**src/rtl/pipelined_adder.sv**
```systemverilog
// Pipelined WIDTH-bit add/subtract unit: each stage resolves one CW-bit chunk and
// forwards its carry, the partial result and the not-yet-used operand chunks.
module pipelined_adder #(
  parameter int WIDTH  = 16,
  parameter int STAGES = 4
) (
  input  logic             clk_in,
  input  logic             rst_n_in,
  input  logic [WIDTH-1:0] a_in,
  input  logic [WIDTH-1:0] b_in,
  input  logic             c_in,
  input  logic             sub_in,
  input  logic             valid_in,
  output logic             ready_out,
  output logic [WIDTH-1:0] sum_out,
  output logic             car_out,
  output logic             ovf_out,
  output logic             valid_out,
  input  logic             ready_in
);

  localparam int CW = WIDTH / STAGES;

  logic             adv;
  logic [WIDTH-1:0] b_cond;
  logic             cy0;

  // Subtraction is A + ~B + 1, so the carry-in is forced high and c_in ignored.
  always_comb begin
    adv    = ~valid_out | ready_in;
    b_cond = sub_in ? ~b_in : b_in;
    cy0    = sub_in | c_in;
  end

  assign ready_out = adv;

  genvar gi;
  generate
    for (gi = 0; gi < STAGES; gi++) begin : g_stage
      localparam int IW = WIDTH - gi * CW;  // operand bits entering this stage
      localparam int RW = (gi + 1) * CW;    // result bits known after this stage

      logic          v_i;
      logic          cy_i;
      logic [IW-1:0] a_i;
      logic [IW-1:0] b_i;
      logic [RW-1:0] r_new;
      logic [CW-1:0] s;
      logic          co;
      logic          ld;

      logic          v_q, v_d;
      logic          cy_q, cy_d;
      logic [RW-1:0] r_q, r_d;

      if (gi == 0) begin : g_src
        assign v_i   = valid_in;
        assign a_i   = a_in;
        assign b_i   = b_cond;
        assign cy_i  = cy0;
        assign r_new = s;
      end else begin : g_src
        assign v_i   = g_stage[gi-1].v_q;
        assign a_i   = g_stage[gi-1].g_fwd.a_q;
        assign b_i   = g_stage[gi-1].g_fwd.b_q;
        assign cy_i  = g_stage[gi-1].cy_q;
        assign r_new = {s, g_stage[gi-1].r_q};
      end

      assign {co, s} = {1'b0, a_i[CW-1:0]} + {1'b0, b_i[CW-1:0]} + {{CW{1'b0}}, cy_i};
      assign ld      = adv & v_i;

      // Data only loads for a real operation, so a bubble leaves the last result visible.
      always_comb begin
        v_d  = adv ? v_i : v_q;
        r_d  = ld ? r_new : r_q;
        cy_d = ld ? co : cy_q;
      end

      always_ff @(posedge clk_in or negedge rst_n_in) begin
        if (!rst_n_in) begin
          v_q  <= 1'b0;
          cy_q <= 1'b0;
          r_q  <= '0;
        end else begin
          v_q  <= v_d;
          cy_q <= cy_d;
          r_q  <= r_d;
        end
      end

      if (gi < STAGES - 1) begin : g_fwd
        logic [IW-CW-1:0] a_q, a_d;
        logic [IW-CW-1:0] b_q, b_d;

        always_comb begin
          a_d = ld ? a_i[IW-1:CW] : a_q;
          b_d = ld ? b_i[IW-1:CW] : b_q;
        end

        always_ff @(posedge clk_in or negedge rst_n_in) begin
          if (!rst_n_in) begin
            a_q <= '0;
            b_q <= '0;
          end else begin
            a_q <= a_d;
            b_q <= b_d;
          end
        end
      end else begin : g_last
        logic ov_q, ov_d;

        // Carry into the MSB is recovered as a^b^sum at that bit.
        always_comb begin
          ov_d = ld ? (co ^ a_i[CW-1] ^ b_i[CW-1] ^ s[CW-1]) : ov_q;
        end

        always_ff @(posedge clk_in or negedge rst_n_in) begin
          if (!rst_n_in) ov_q <= 1'b0;
          else           ov_q <= ov_d;
        end
      end
    end
  endgenerate

  assign valid_out = g_stage[STAGES-1].v_q;
  assign sum_out   = g_stage[STAGES-1].r_q;
  assign car_out   = g_stage[STAGES-1].cy_q;
  assign ovf_out   = g_stage[STAGES-1].g_last.ov_q;

endmodule

```
**config.mk**
```make
export PLATFORM = sky130hd
export DESIGN_NAME = pipelined_adder
export DESIGN_NICKNAME = d
export VERILOG_FILES = /design/src/rtl/pipelined_adder.sv
export SDC_FILE = /design/constraint.sdc
export NUM_CORES = 1
export LEC_CHECK = 0
export CORE_ASPECT_RATIO = 0.75
export CORE_MARGIN = 2
export CORE_UTILIZATION = 35
export DETAILED_ROUTE_END_ITERATION = 10
export PLACE_DENSITY = 0.56
export SYNTH_ARGS = -nofsm -noshare
export SYNTH_HDL_FRONTEND = slang
export SYNTH_SLANG_ARGS = --single-unit
```
**constraint.sdc**
```tcl
create_clock -name clk_in -period 4 [get_ports clk_in]
set_input_delay 0.8 -clock clk_in [delete_from_list [all_inputs] [get_ports clk_in]]
set_output_delay 0.8 -clock clk_in [all_outputs]
set_load 0.02 [all_outputs]
```
==> results.md, run 1 <==
- Chip width: 131 µm
- CTS tree: built
- Crit path cell chain: clkdlybuf4s50_1 -> nor2b_2 -> inv_2 -> clkdlybuf4s50_1
- WP buf/inv: 3
- Critical path launch point type: input pin
- CTS clock-pin slew for the worst setup and hold paths: roughly 0.06 ns
- Worst-margin pin slew: 0.810 ns
- Input/output buffers: between 50 and 60
- Crit path DAT: 2.07 ns
- Nets: between 400 and 500
- Status: completed
- Sequential area share after synthesis: between 50% and 60%
- GR Util All Layers: between 10% and 20%
- Pwr dens: 799 nW/µm²
- HP Class: flop to flop
- Post-cts resize count: 0
- Crit-path slowest cell: clkdlybuf4s50_1
- Layout cells sized above 1: under 10%
- Fin Clk Skew: 0.00618 ns
- Avg Cell Area, Syn: around 14 µm²
- Mux cell area share after synthesis: between 10% and 20%
- Final Hold Vio Count: 0
- Vias in the first global route: 2455
- Die height: 99.6 µm
- Worst-path fanout max: 6
- Cells after Synth: roughly 320
- Largest net degree at the start of global routing: 55
- Area share of the largest cell type after synthesis: roughly 57%
- Final antenna-violating net count: 0
- # DRC: 0
- CP delay by family, top: buffers and inverters
- Final setup TNS: 0 ns
- Critical path class: input pin to output port
- Drt total wl: roughly 7600 µm
- Ports: 58
- Total of max-cap violations: 0
- Skew-Pair Late Insertion Delay: 0.33 ns
- R2R Path End: ovf_out$_DFFE_PN0P_
- DPL Wire Length: between 5000 and 6000 µm
- Min-delay src: g_stage[2].r_q[4]$_DFFE_PN0P_
- Worst EP required: ~3.2 ns
- # H-tree levels: 3
- Worst hold path depth: 1
- Rows: 34
- Grt ovf: 0
- Die area: between 10000 and 15000 µm²
- Post-synthesis cell area: around 4300 µm²
- Layout area overhead: 25.5%
- Final Critical Period: 2.87 ns
- Initial Util: approximately 36%
- Simple-gate share of the synthesized area: 4.72%
- Most used cell, CP: clkdlybuf4s50_1
- Slew Limit Headroom: between 40 and 50%
- R2R cell count: 8
- Most instantiated library cell after synthesis: dfrtp_1
- Hold Path Sink: sum_out[4]$_DFFE_PN0P_
- Post-synth EDFFs: 0
- R2r setup slk: 1.70 ns
- 1st-pass router iterations: 4
- Leak Pwr: 2.37 nW
- Via count: ~2400
- Crit Reg-Reg Startpoint: g_stage[2].cy_q$_DFFE_PN0P_
- Initial antenna violation count: 0
- CTS Buffer Depth: 2
- Slowest cell delay on critical path: 0.55 ns
- Core area: about 12000 µm²
- CTS Buf Count: 9
- Period utilization: between 70% and 80%
- F_max: approximately 350 MHz
- Largest family of logic cells by synthesized area: multiplexers
- Placer Congestion: 0.718
- Commonest cells in the netlist: 97 x dfrtp_1, 64 x mux2_1, 33 x nand2_1, 23 x o21ai_1, 14 x xnor2_1
- Post-synthesis compound-gate area fraction: about 5.5%
- Ant diodes: 0
- Largest cells by area after synthesis: dfrtp_1 57%, mux2_1 17%, fa_1 3.8%
- Post-CTS Setup Bufs: 0
- Sink Count: 97
- RSZ-0062 raised after global routing: no
- Vias per cell: between 4 and 5
- Slew Viols, Final: 0
- Synth warn: 0
- Clock root cell: clkbuf_16
- Asr flop ratio synth: 100%
- Yosys reg bits: a little under 100
- XOR/XNOR share of the synthesized area: 5.84%
- Global-route wire length before repair: 12900 µm
- # setup viols final: 0
- Ys flop type: dfrtp_1
- Hold buffer count at cts: 0
- Initial drt markers: 107
- CP Capture Type: output port
- Biggest area consumer among synthesized cells: dfrtp_1
- Synthesized-area fraction occupied by adder cells: 7.28%
- Peak supply drop: roughly 290 µV
- WL/cell: roughly 14 µm
- Total Power: roughly 0.0043 W
- Syn nets: between 300 and 400
- Synth cell types: 30
report_power, final:
part	internal [W]	switching, W	total, W	leakage, nW
registers	0.00143	0.000243	0.00167	1.17
clock network	0.000621	0.000333	0.000954	0.162
logic	0.000869	0.000788	0.00166	1.04
final cells by class:
class / instances / area, µm²
timing repair buffer: 63 / 613
tap: 162 / 203
fill: 1083 / 6390
multi-input combinational: 195 / 1740
clock buffer: 11 / 243
sequential: 97 / 2430
inverter: 10 / 37.5
clock inverter: 3 / 90.1
layer usage:
| layer | vias to the layer above | global-route usage [%] | wire (µm) |
|---|---|---|---|
| met4 | 0 | 4.01 | 74 |
| li1 | 1187 | - | - |
| met3 | 6 | 3.16 | 278 |
| met2 | 47 | 17.2 | 2990 |
| met5 | - | 0 | 0 |
| met1 | 1158 | 19.3 | 4290 |
worst max path at each step:
stage | slack, ns | depth (start not counted) | from | to
2_1_floorplan | 1.29 | 8 | sub_in | g_stage[0].cy_q$_DFFE_PN0P_
3_3_place_gp | 1.13 | 7 | sub_in | g_stage[0].cy_q$_DFFE_PN0P_
3_5_place_dp | 1.12 | 7 | sub_in | g_stage[0].cy_q$_DFFE_PN0P_
4_1_cts | 1.12 | 4 | ready_in | ready_out
5_1_grt | 1.08 | 4 | ready_in | ready_out
6_report | 1.13 | 4 | ready_in | ready_out
state kept, by name (all words and copies together) (netlist names):
| signal | cells |
|---|---|
| car_out | 1 |
| g_stage.cy_q | 3 |
| g_stage.g_fwd.a_q | 24 |
| g_stage.g_fwd.b_q | 24 |
| g_stage.r_q | 24 |
| g_stage.v_q | 3 |
| ovf_out | 1 |
| sum_out | 16 |
| valid_out | 1 |
cell families after synthesis:
| kind of cell | after synthesis |
|---|---|
| AOI/OAI and AO/OA | 41 |
| xor gates and xnor gates | 26 |
| adders and majority gates | 20 |
| buffers and inverters | 23 |
| DFF | 97 |
| muxes | 66 |
| and+or+nand+nor | 42 |
cell usage in the layout (no fill, tap or decap), types with 3 or more instances in the layout:
cell type / n
clkdlybuf4s50_1: 56
xor2_1: 10
bufinv_16: 3
a21oi_1: 7
ha_1: 12
inv_1: 9
dfrtp_1: 97
nand2_1: 33
xnor2_1: 14
fa_1: 8
o21ai_1: 23
buf_4: 7
a21o_1: 6
clkbuf_16: 9
mux2_1: 64
worst reg2reg max path, delay by kind of cell, from the launching register on:
kind,cells,cell delay (ns)
AO/OA/AOI/OAI,2,0.28
XOR/XNOR,1,0.36
adder cells (fa/ha/maj),2,0.96
buffers and inverters,1,0.07
flip-flops,1,0.33
AND/OR/NAND/NOR,2,0.17
through the flow:
stage | hold slack, ns | util [%] | cell area (µm²) | instances | setup slack, ns
after global routing | 0.500 | 45.6 | 5350 | 541 | 1.08
after CTS | 0.481 | 45.6 | 5350 | 541 | 1.12
after floorplan | 0.447 | - | 4260 | 315 | 1.29
after detailed placement | 0.465 | 42.8 | 5020 | 527 | 1.12
after global placement | 0.462 | 42.8 | 5020 | 527 | 1.13
final | 0.475 | 45.6 | 5350 | 541 | 1.13
Power figures use the tool's default switching activity.
==> run 2: changes to the inputs <==
- PLACE_DENSITY: 0.56 -> 0.58
- clock period: 4 -> 2.5 ns (I/O delays scaled with it)
==> results.md, run 2 (synthesis results as in run 1) <==
- Placer Congestion: 0.720
- Leak Pwr: 2.42 nW
- RSZ-0062 raised after global routing: no
- Die area: roughly 13000 µm²
- Initial Util: 36.3%
- Clock root cell: clkbuf_16
- Via count: around 2400
- R2r setup slk: 0.26 ns
- Nets: between 400 and 500
- CTS Buf Count: 9
- CTS tree: built
- Worst EP required: about 2.0 ns
- Vias in the first global route: around 2500
- Met1 Track Usage GR: 18.5%
- Crit Reg-Reg Startpoint: g_stage[2].cy_q$_DFFE_PN0P_
- Largest net degree at the start of global routing: 56
- Post-layout util: a little under half
- # DRC: 0
- # H-tree levels: 3
- Worst-path fanout max: 6
- CP Capture Type: output port
- Core area: roughly 12000 µm²
- Status: completed
- Peak supply drop: 458 µV
- Initial antenna violation count: 0
- Total of max-cap violations: 0
- R2R cell count: 8
- CTS Buffer Depth: 2
- Ant diodes: 0
- Grt met2 use: a little under a fifth
- Gr busiest metal: met1
- Rows: 34
- Most common cell after layout, fill and taps aside: dfrtp_1
- Critical path launch point type: input pin
- Global-route wire length before repair: 13000 µm
- Skew-Pair Late Insertion Delay: between 0.3 and 0.4 ns
- Critical Path Start: ready_in
- Initial drt markers: roughly 110
- Post-CTS Setup Bufs: 0
- WL/cell: between 10 and 15 µm
- F_max: roughly 440 MHz
- Die height: approximately 100 µm
- Total Power: about 0.007 W
- WHS: about 0.16 ns
- Slew Limit Headroom: 62.3%
- Hold buffer count at cts: 0
- Layout area overhead: 27.8%
- Vias per cell: 4.44
- Fin Clk Skew: 0.00387 ns
- DPL Wire Length: between 5000 and 6000 µm
- Pwr dens: 1290 nW/µm²
- Critical path class: input pin to output port
- Most frequent cells in the layout: 97 x dfrtp_1, 64 x mux2_1, 56 x clkdlybuf4s50_1
- Worst-margin pin slew: approximately 0.57 ns
- Final Critical Period: between 2 and 2.5 ns
- Drt total wl: approximately 7600 µm
- # setup viols final: 0
- Input/output buffers: 57
- 1st-pass router iterations: 4
- Grt ovf: 0
- GR Util All Layers: 12.9%
- Sink Count: 97
- Final Hold Vio Count: 0
- Chip width: 131 µm
- Ports: 58
- Period utilization: between 90% and 100%
- GR Util met3: under 10%
- Crit path DAT: about 1.8 ns
- CTS clock-pin slew for the worst setup and hold paths: 0.06 ns
- Layout cells sized above 1: under 10%
- Slew Viols, Final: 0
- Post-cts resize count: 0
- R2R Path End: ovf_out$_DFFE_PN0P_
- Biggest regs: g_stage.g_fwd.a_q: 24 flops, g_stage.g_fwd.b_q: 24 flops, g_stage.r_q: 24 flops
- Final antenna-violating net count: 0
- HP Class: input pin to async pin
run 2: cell count changes in the layout (fill, tap and decap cells not counted):
cell       before  now
buf_12          0    4
clkinv_2        0    2
buf_4           7    6
bufinv_16       3    4
clkbuf_8        1    0
run 2: critical path: stages:
cell and delay, ns:
clkdlybuf4s50_1 0.42, nor2b_2 0.21, inv_2 0.10, clkdlybuf4s50_1 0.55
run 2: stage by stage:
stage                     setup WS [ns]  area, µm²  std cells  TNS, ns
after floorplan                  0.0853       4260        315        0
after global placement          -0.0462       5090        530  -0.0481
after detailed placement        -0.0672       5090        530  -0.0917
after CTS                         0.200       5450        546        0
after global routing              0.138       5450        546        0
final                             0.210       5450        546        0
run 2: per-layer routing:
metal | share of wire [%] | routed length (µm)
met2 | 41 | 3140
met3 | 4.3 | 325
met1 | 53 | 4000
met4 | 1.3 | 100
met5 | 0 | 0
run 2: worst max-delay path by stage:
stage / to / slack [ns] / cells past startpoint
floorplan: g_stage[0].cy_q$_DFFE_PN0P_ / 0.09 / 8
global placement: g_stage[0].cy_q$_DFFE_PN0P_ / -0.05 / 7
detailed placement: g_stage[0].cy_q$_DFFE_PN0P_ / -0.07 / 7
CTS: ready_out / 0.20 / 4
global route: ready_out / 0.14 / 4
finish: ready_out / 0.21 / 4
run 2: power breakdown:
part           internal, W  total, W  switching, W
sequential         0.00228   0.00268      0.000397
combinational      0.00146   0.00272       0.00126
clock              0.00108   0.00163      0.000560
total              0.00481   0.00703       0.00222
run 2: cell type report:
cell class / count / area, µm²
Sequential cell: 97 / 2430
Multi-Input combinational cell: 195 / 1740
Tap cell: 162 / 203
Timing Repair Buffer: 66 / 686
Clock buffer: 10 / 229
Fill cell: 1079 / 6290
Inverter: 10 / 37.5
Clock inverter: 6 / 130
